## src/rtl/s_mem_task_sequencer.sv

```systemverilog
// RC4 stage sequencer: runs task1 -> task2a -> task2b with start/finish pulses,
// grants the single s_memory port to the active stage only, and guards each
// stage with a watchdog that latches a sticky timeout error.
module s_mem_task_sequencer #(
    parameter int unsigned TIMEOUT_CYCLES = 4096,
    parameter int unsigned TCNT_W         = 13
) (
    input  logic       clock,
    input  logic       reset,
    input  logic       go,
    output logic [2:0] start_task,
    input  logic [2:0] finish_task,
    input  logic [7:0] t1_address,
    input  logic [7:0] t2a_address,
    input  logic [7:0] t2b_address,
    input  logic [7:0] t1_data,
    input  logic [7:0] t2a_data,
    input  logic [7:0] t2b_data,
    input  logic       t1_wren,
    input  logic       t2a_wren,
    input  logic       t2b_wren,
    output logic [7:0] mem_address,
    output logic [7:0] mem_data,
    output logic       mem_wren,
    output logic [1:0] active_task,
    output logic       busy,
    output logic       done,
    output logic       timeout_err,
    output logic [1:0] err_task
);

    localparam logic [TCNT_W-1:0] TCNT_LAST = TCNT_W'(TIMEOUT_CYCLES - 1);

    typedef enum logic [3:0] {
        IDLE      = 4'd0,
        START_T1  = 4'd1,
        WAIT_T1   = 4'd2,
        START_T2A = 4'd3,
        WAIT_T2A  = 4'd4,
        START_T2B = 4'd5,
        WAIT_T2B  = 4'd6,
        DONE      = 4'd7,
        ERROR     = 4'd8
    } state_e;

    state_e            state_q, state_d;
    logic [TCNT_W-1:0] tcnt_q, tcnt_d;
    logic [2:0]        start_task_q, start_task_d;
    logic [1:0]        active_task_q, active_task_d;
    logic              busy_q, busy_d;
    logic              done_q, done_d;
    logic              timeout_err_q, timeout_err_d;
    logic [1:0]        err_task_q, err_task_d;
    logic              expire_c;
    logic              in_start_c;
    logic              running_c;

    // Watchdog expiry: the current cycle is the last one the stage is allowed.
    assign expire_c = (TIMEOUT_CYCLES != 0) && (tcnt_q == TCNT_LAST);

    // State and registered outputs; async reset drops pulses and grant at once.
    always_ff @(posedge clock or posedge reset) begin
        if (reset) begin
            state_q       <= IDLE;
            tcnt_q        <= '0;
            start_task_q  <= 3'b000;
            active_task_q <= 2'd0;
            busy_q        <= 1'b0;
            done_q        <= 1'b0;
            timeout_err_q <= 1'b0;
            err_task_q    <= 2'd0;
        end else begin
            state_q       <= state_d;
            tcnt_q        <= tcnt_d;
            start_task_q  <= start_task_d;
            active_task_q <= active_task_d;
            busy_q        <= busy_d;
            done_q        <= done_d;
            timeout_err_q <= timeout_err_d;
            err_task_q    <= err_task_d;
        end
    end

    // Next state: finish only counts in WAIT for the active stage; finish beats expiry.
    always_comb begin
        state_d = state_q;
        unique case (state_q)
            IDLE, DONE, ERROR: if (go) state_d = START_T1;
            START_T1:  state_d = expire_c ? ERROR : WAIT_T1;
            WAIT_T1: begin
                if (finish_task[0])  state_d = START_T2A;
                else if (expire_c)   state_d = ERROR;
            end
            START_T2A: state_d = expire_c ? ERROR : WAIT_T2A;
            WAIT_T2A: begin
                if (finish_task[1])  state_d = START_T2B;
                else if (expire_c)   state_d = ERROR;
            end
            START_T2B: state_d = expire_c ? ERROR : WAIT_T2B;
            WAIT_T2B: begin
                if (finish_task[2])  state_d = DONE;
                else if (expire_c)   state_d = ERROR;
            end
            default:   state_d = IDLE;
        endcase
    end

    // Output and watchdog next values, decoded from the upcoming state.
    always_comb begin
        start_task_d  = 3'b000;
        active_task_d = 2'd0;
        busy_d        = 1'b0;
        done_d        = (state_d == DONE);
        timeout_err_d = (state_d == ERROR);
        err_task_d    = 2'd0;
        in_start_c    = (state_d == START_T1) || (state_d == START_T2A) ||
                        (state_d == START_T2B);
        running_c     = (state_q == START_T1) || (state_q == WAIT_T1)  ||
                        (state_q == START_T2A) || (state_q == WAIT_T2A) ||
                        (state_q == START_T2B) || (state_q == WAIT_T2B);
        tcnt_d        = '0;

        unique case (state_d)
            START_T1:  begin start_task_d = 3'b001; active_task_d = 2'd1; busy_d = 1'b1; end
            WAIT_T1:   begin active_task_d = 2'd1; busy_d = 1'b1; end
            START_T2A: begin start_task_d = 3'b010; active_task_d = 2'd2; busy_d = 1'b1; end
            WAIT_T2A:  begin active_task_d = 2'd2; busy_d = 1'b1; end
            START_T2B: begin start_task_d = 3'b100; active_task_d = 2'd3; busy_d = 1'b1; end
            WAIT_T2B:  begin active_task_d = 2'd3; busy_d = 1'b1; end
            default:   ;
        endcase

        if (state_d == ERROR)
            err_task_d = (state_q == ERROR) ? err_task_q : active_task_q;

        if (in_start_c)
            tcnt_d = '0;
        else if (running_c)
            tcnt_d = tcnt_q + TCNT_W'(1);
    end

    // Memory port mux from the registered grant; ungranted stages never reach s_memory.
    always_comb begin
        mem_address = 8'h00;
        mem_data    = 8'h00;
        mem_wren    = 1'b0;
        unique case (active_task_q)
            2'd1:    begin mem_address = t1_address;  mem_data = t1_data;  mem_wren = t1_wren;  end
            2'd2:    begin mem_address = t2a_address; mem_data = t2a_data; mem_wren = t2a_wren; end
            2'd3:    begin mem_address = t2b_address; mem_data = t2b_data; mem_wren = t2b_wren; end
            default: ;
        endcase
    end

    assign start_task  = start_task_q;
    assign active_task = active_task_q;
    assign busy        = busy_q;
    assign done        = done_q;
    assign timeout_err = timeout_err_q;
    assign err_task    = err_task_q;

endmodule

```

## config.mk

```make
export PLATFORM = sky130hd
export DESIGN_NAME = s_mem_task_sequencer
export DESIGN_NICKNAME = d
export VERILOG_FILES = /design/src/rtl/s_mem_task_sequencer.sv
export SDC_FILE = /design/constraint.sdc
export NUM_CORES = 1
export LEC_CHECK = 0
export CORE_UTILIZATION = 40
export CTS_BUF_LIST = sky130_fd_sc_hd__clkbuf_4 sky130_fd_sc_hd__clkbuf_8
export DETAILED_ROUTE_END_ITERATION = 7
export MAX_ROUTING_LAYER = met4
export PLACE_DENSITY = 0.87
export SYNTH_ARGS = -nofsm -noshare
export SYNTH_HDL_FRONTEND = slang
export SYNTH_SLANG_ARGS = --single-unit
```

## constraint.sdc

```tcl
create_clock -name clock -period 4.7 [get_ports clock]
set_input_delay 0.94 -clock clock [delete_from_list [all_inputs] [get_ports clock]]
set_output_delay 0.94 -clock clock [all_outputs]
set_load 0.01 [all_outputs]
```

==> results by group <==
Clock tree
  – Clock sinks: 27
  – CTS tree: yes
  – Deepest clock path buffer count: 2
  – Worst-skew pair later-pin latency: 0.26 ns
  – H-tree levels: 1
  – Post-cts repair resize count: 0
  – CTS clk-pin slew, worst paths: roughly 0.08 ns
  – CTS buffer count: 3
  – Root buffer cell: clkbuf_8
  – Post-CTS Setup Bufs: 0
  – # hold bufs at CTS: 0

Power and ir drop
  – Maximum VDD drop: approximately 0.37 mV
  – PwrDens: 486 mW/mm^2
  – Pleak: approximately 1.0 nW

Logic synthesis
  – Mapped cell area: between 0.0015 and 0.002 sq mm
  – Ys async rst share: 1.00
  – Post-synthesis sequential area ratio: 0.412
  – Syn Area/Cell: between 10 and 15 sq um
  – Post-Syn Nets: roughly 220
  – Synthesis-stage register bit count: 27
  – Most common cell in the synthesized netlist: dfrtp_1
  – Synth warn: 0
  – Mapped Cells: 161
  – Synth Flop Type: dfrtp_1
  – Leading area contributor after synthesis: dfrtp_1
  – Synth top area share: 0.412
  – EDFF count, synth: 0
  – Synth area leaders: dfrtp_1, mux2_2, a22o_1
  – Synth cell types: 37
  – Most frequent cells after synthesis: dfrtp_1, a22o_1, nor2_1

Die
  – Core area: about 0.0038 sq mm
  – Rows: 22
  – Die W: around 66 um
  – IO Pins: 84
  – Total die area: about 0.0044 sq mm
  – Die Span Y: approximately 66 um
  – Starting density of the core: 0.432

Worst setup path
  – Worst Path Arrival: roughly 2.3 ns
  – Worst path max stage delay: ~0.86 ns
  – Required @ worst endpoint: approximately 3.8 ns
  – Critical path, cell by cell: nor2b_1, buf_4, a22o_1, clkdlybuf4s50_1
  – Endpoint class of the critical path: output port
  – Worst path bufs/invs: 2
  – Slowest-stage cell, CP: dfrtp_1
  – Setup crit start kind: register
  – Worst-path fanout max: 20
  – Top Family by Delay on Critical Path: flip-flops
  – CP Class: register to output port

GRT
  – Met2 Track Usage GR: 0.353
  – Gr ovfl total: 0
  – First-pass GRT wire length: 6750 um
  – M3 GR Usage: 0.0517
  – Number of global-route vias before repair: ~1,400
  – Gr busiest metal: met2
  – GRT Overall Usage: 0.207
  – M1 GR Usage: 0.252
  – Initial antenna violation count: 0
  – Largest net degree at the start of global routing: 28

Timing
  – Setup_tns: 0 ns
  – Skew final: 0.00383 ns
  – Fin crit period: roughly 3.3 ns
  – Final hold vios: 0
  – Tcrit/Tclk final: 0.693
  – Max Fclk: about 310 MHz
  – Final Slew Violations: 0
  – RSZ-0062 raised after global routing: no
  – Final setup margin: ~1.4 ns
  – Slew @ Worst Pin: around 0.97 ns
  – Setup violations, final: 0
  – Slew headroom: 0.355

Outcome
  – Status: complete, no violations

Detailed routing
  – Via count: between 1,500 and 2,000
  – ANT nets after route: 0
  – Drt drc: 0
  – Avg WL per Cell: around 15 um
  – DRT Pass-1 Iters: 4
  – Iteration-0 DRC count of the detailed router: 26
  – Post-Route WL: roughly 4200 um
  – Vias per cell: about 5.3

Layout
  – Final antenna diode count: 0
  – Layout cell share with drive strength beyond 1: 0.129
  – Filler cell count: around 320
  – Layout area overhead: 55.6%
  – NumNets Final: roughly 300

Placement
  – Post-place setup slack: roughly 1.5 ns
  – GP Congestion: about 0.77
  – PortBufs: 83
  – Post-DP HPWL: between 3000 and 4000 um

Flow run
  – Max-cap viol count: 0

Min path
  – Worst Hold Class: register to register
report_power, final:
group	switching [mW]	internal (mW)
Clock	0.0643	0.0592
Combinational	0.284	0.441
Sequential	0.110	0.280
Total	0.459	0.781
area by class of cell:
| cell class | count | area (sq um) | area share |
|---|---|---|---|
| inverters | 5 | 18.8 | 0.00735 |
| multi-input cells | 119 | 906 | 0.355 |
| clock buffers | 3 | 41.3 | 0.0162 |
| flip-flops and latches | 27 | 676 | 0.265 |
| clock inverters | 1 | 5.00 | 0.00196 |
| well taps | 48 | 60.1 | 0.0235 |
| repair buffers | 85 | 846 | 0.331 |
state kept, by name, summed over array words and instances (netlist names):
register / cells
timeout_err: 1
err_task: 2
active_task: 2
state_q: 4
start_task: 3
done: 1
tcnt_q: 13
busy: 1
logic make-up (layout without fill, tap and decap cells):
group | Yosys count | after routing | synth area share
buffers and inverters | 15 | 94 | 0.0359
DFF | 27 | 27 | 0.412
xor gates and xnor gates | 12 | 12 | 0.0641
and+or+nand+nor | 51 | 51 | 0.168
muxes | 17 | 17 | 0.117
AOI/OAI and AO/OA | 38 | 38 | 0.196
adders and majority gates | 1 | 1 | 0.00763
cell usage in the layout (no fill, tap or decap), types with 3 or more instances in the layout:
| cell | netlist | layout |
|---|---|---|
| nand2_1 | 5 | 5 |
| nor2_1 | 18 | 18 |
| clkbuf_8 | 0 | 3 |
| mux2_2 | 17 | 17 |
| a22o_1 | 19 | 19 |
| o21ai_0 | 4 | 4 |
| xnor2_1 | 10 | 10 |
| clkdlybuf4s50_1 | 0 | 83 |
| nand3_1 | 6 | 6 |
| inv_1 | 5 | 5 |
| dfrtp_1 | 27 | 27 |
| a21oi_1 | 3 | 3 |
| nor2b_1 | 3 | 3 |
| nor3_1 | 4 | 4 |
through the flow:
step                utilization  cell area (sq um)  power, mW  std cells  hold slack [ns]
floorplan                     -               1640      0.800        161            0.455
global placement          0.660               2510       1.12        284            0.478
detailed placement        0.660               2510       1.13        284            0.486
CTS                       0.672               2550       1.26        288            0.497
global route              0.672               2550       1.34        288            0.522
finish                    0.672               2550       1.24        288            0.490
worst paths after layout:
path,startpoint,cells past startpoint,to,slack (ns)
max,active_task[0],4,mem_address[2],1.44
max reg2reg,tcnt_q[0],5,err_task[1],2.61
min reg2reg,tcnt_q[0],1,tcnt_q[0],0.49
max in group asynchronous,reset,2,tcnt_q[4],2.91
min in group asynchronous,reset,2,tcnt_q[12],1.19
min,tcnt_q[0],1,tcnt_q[0],0.49
routing by layer:
metal  part of all wire  wire, um
met5                  0         0
met1               0.43      1810
met2               0.49      2100
met4             0.0035        15
met3              0.076       324
Note: power is estimated with default switching activity, not from simulation.
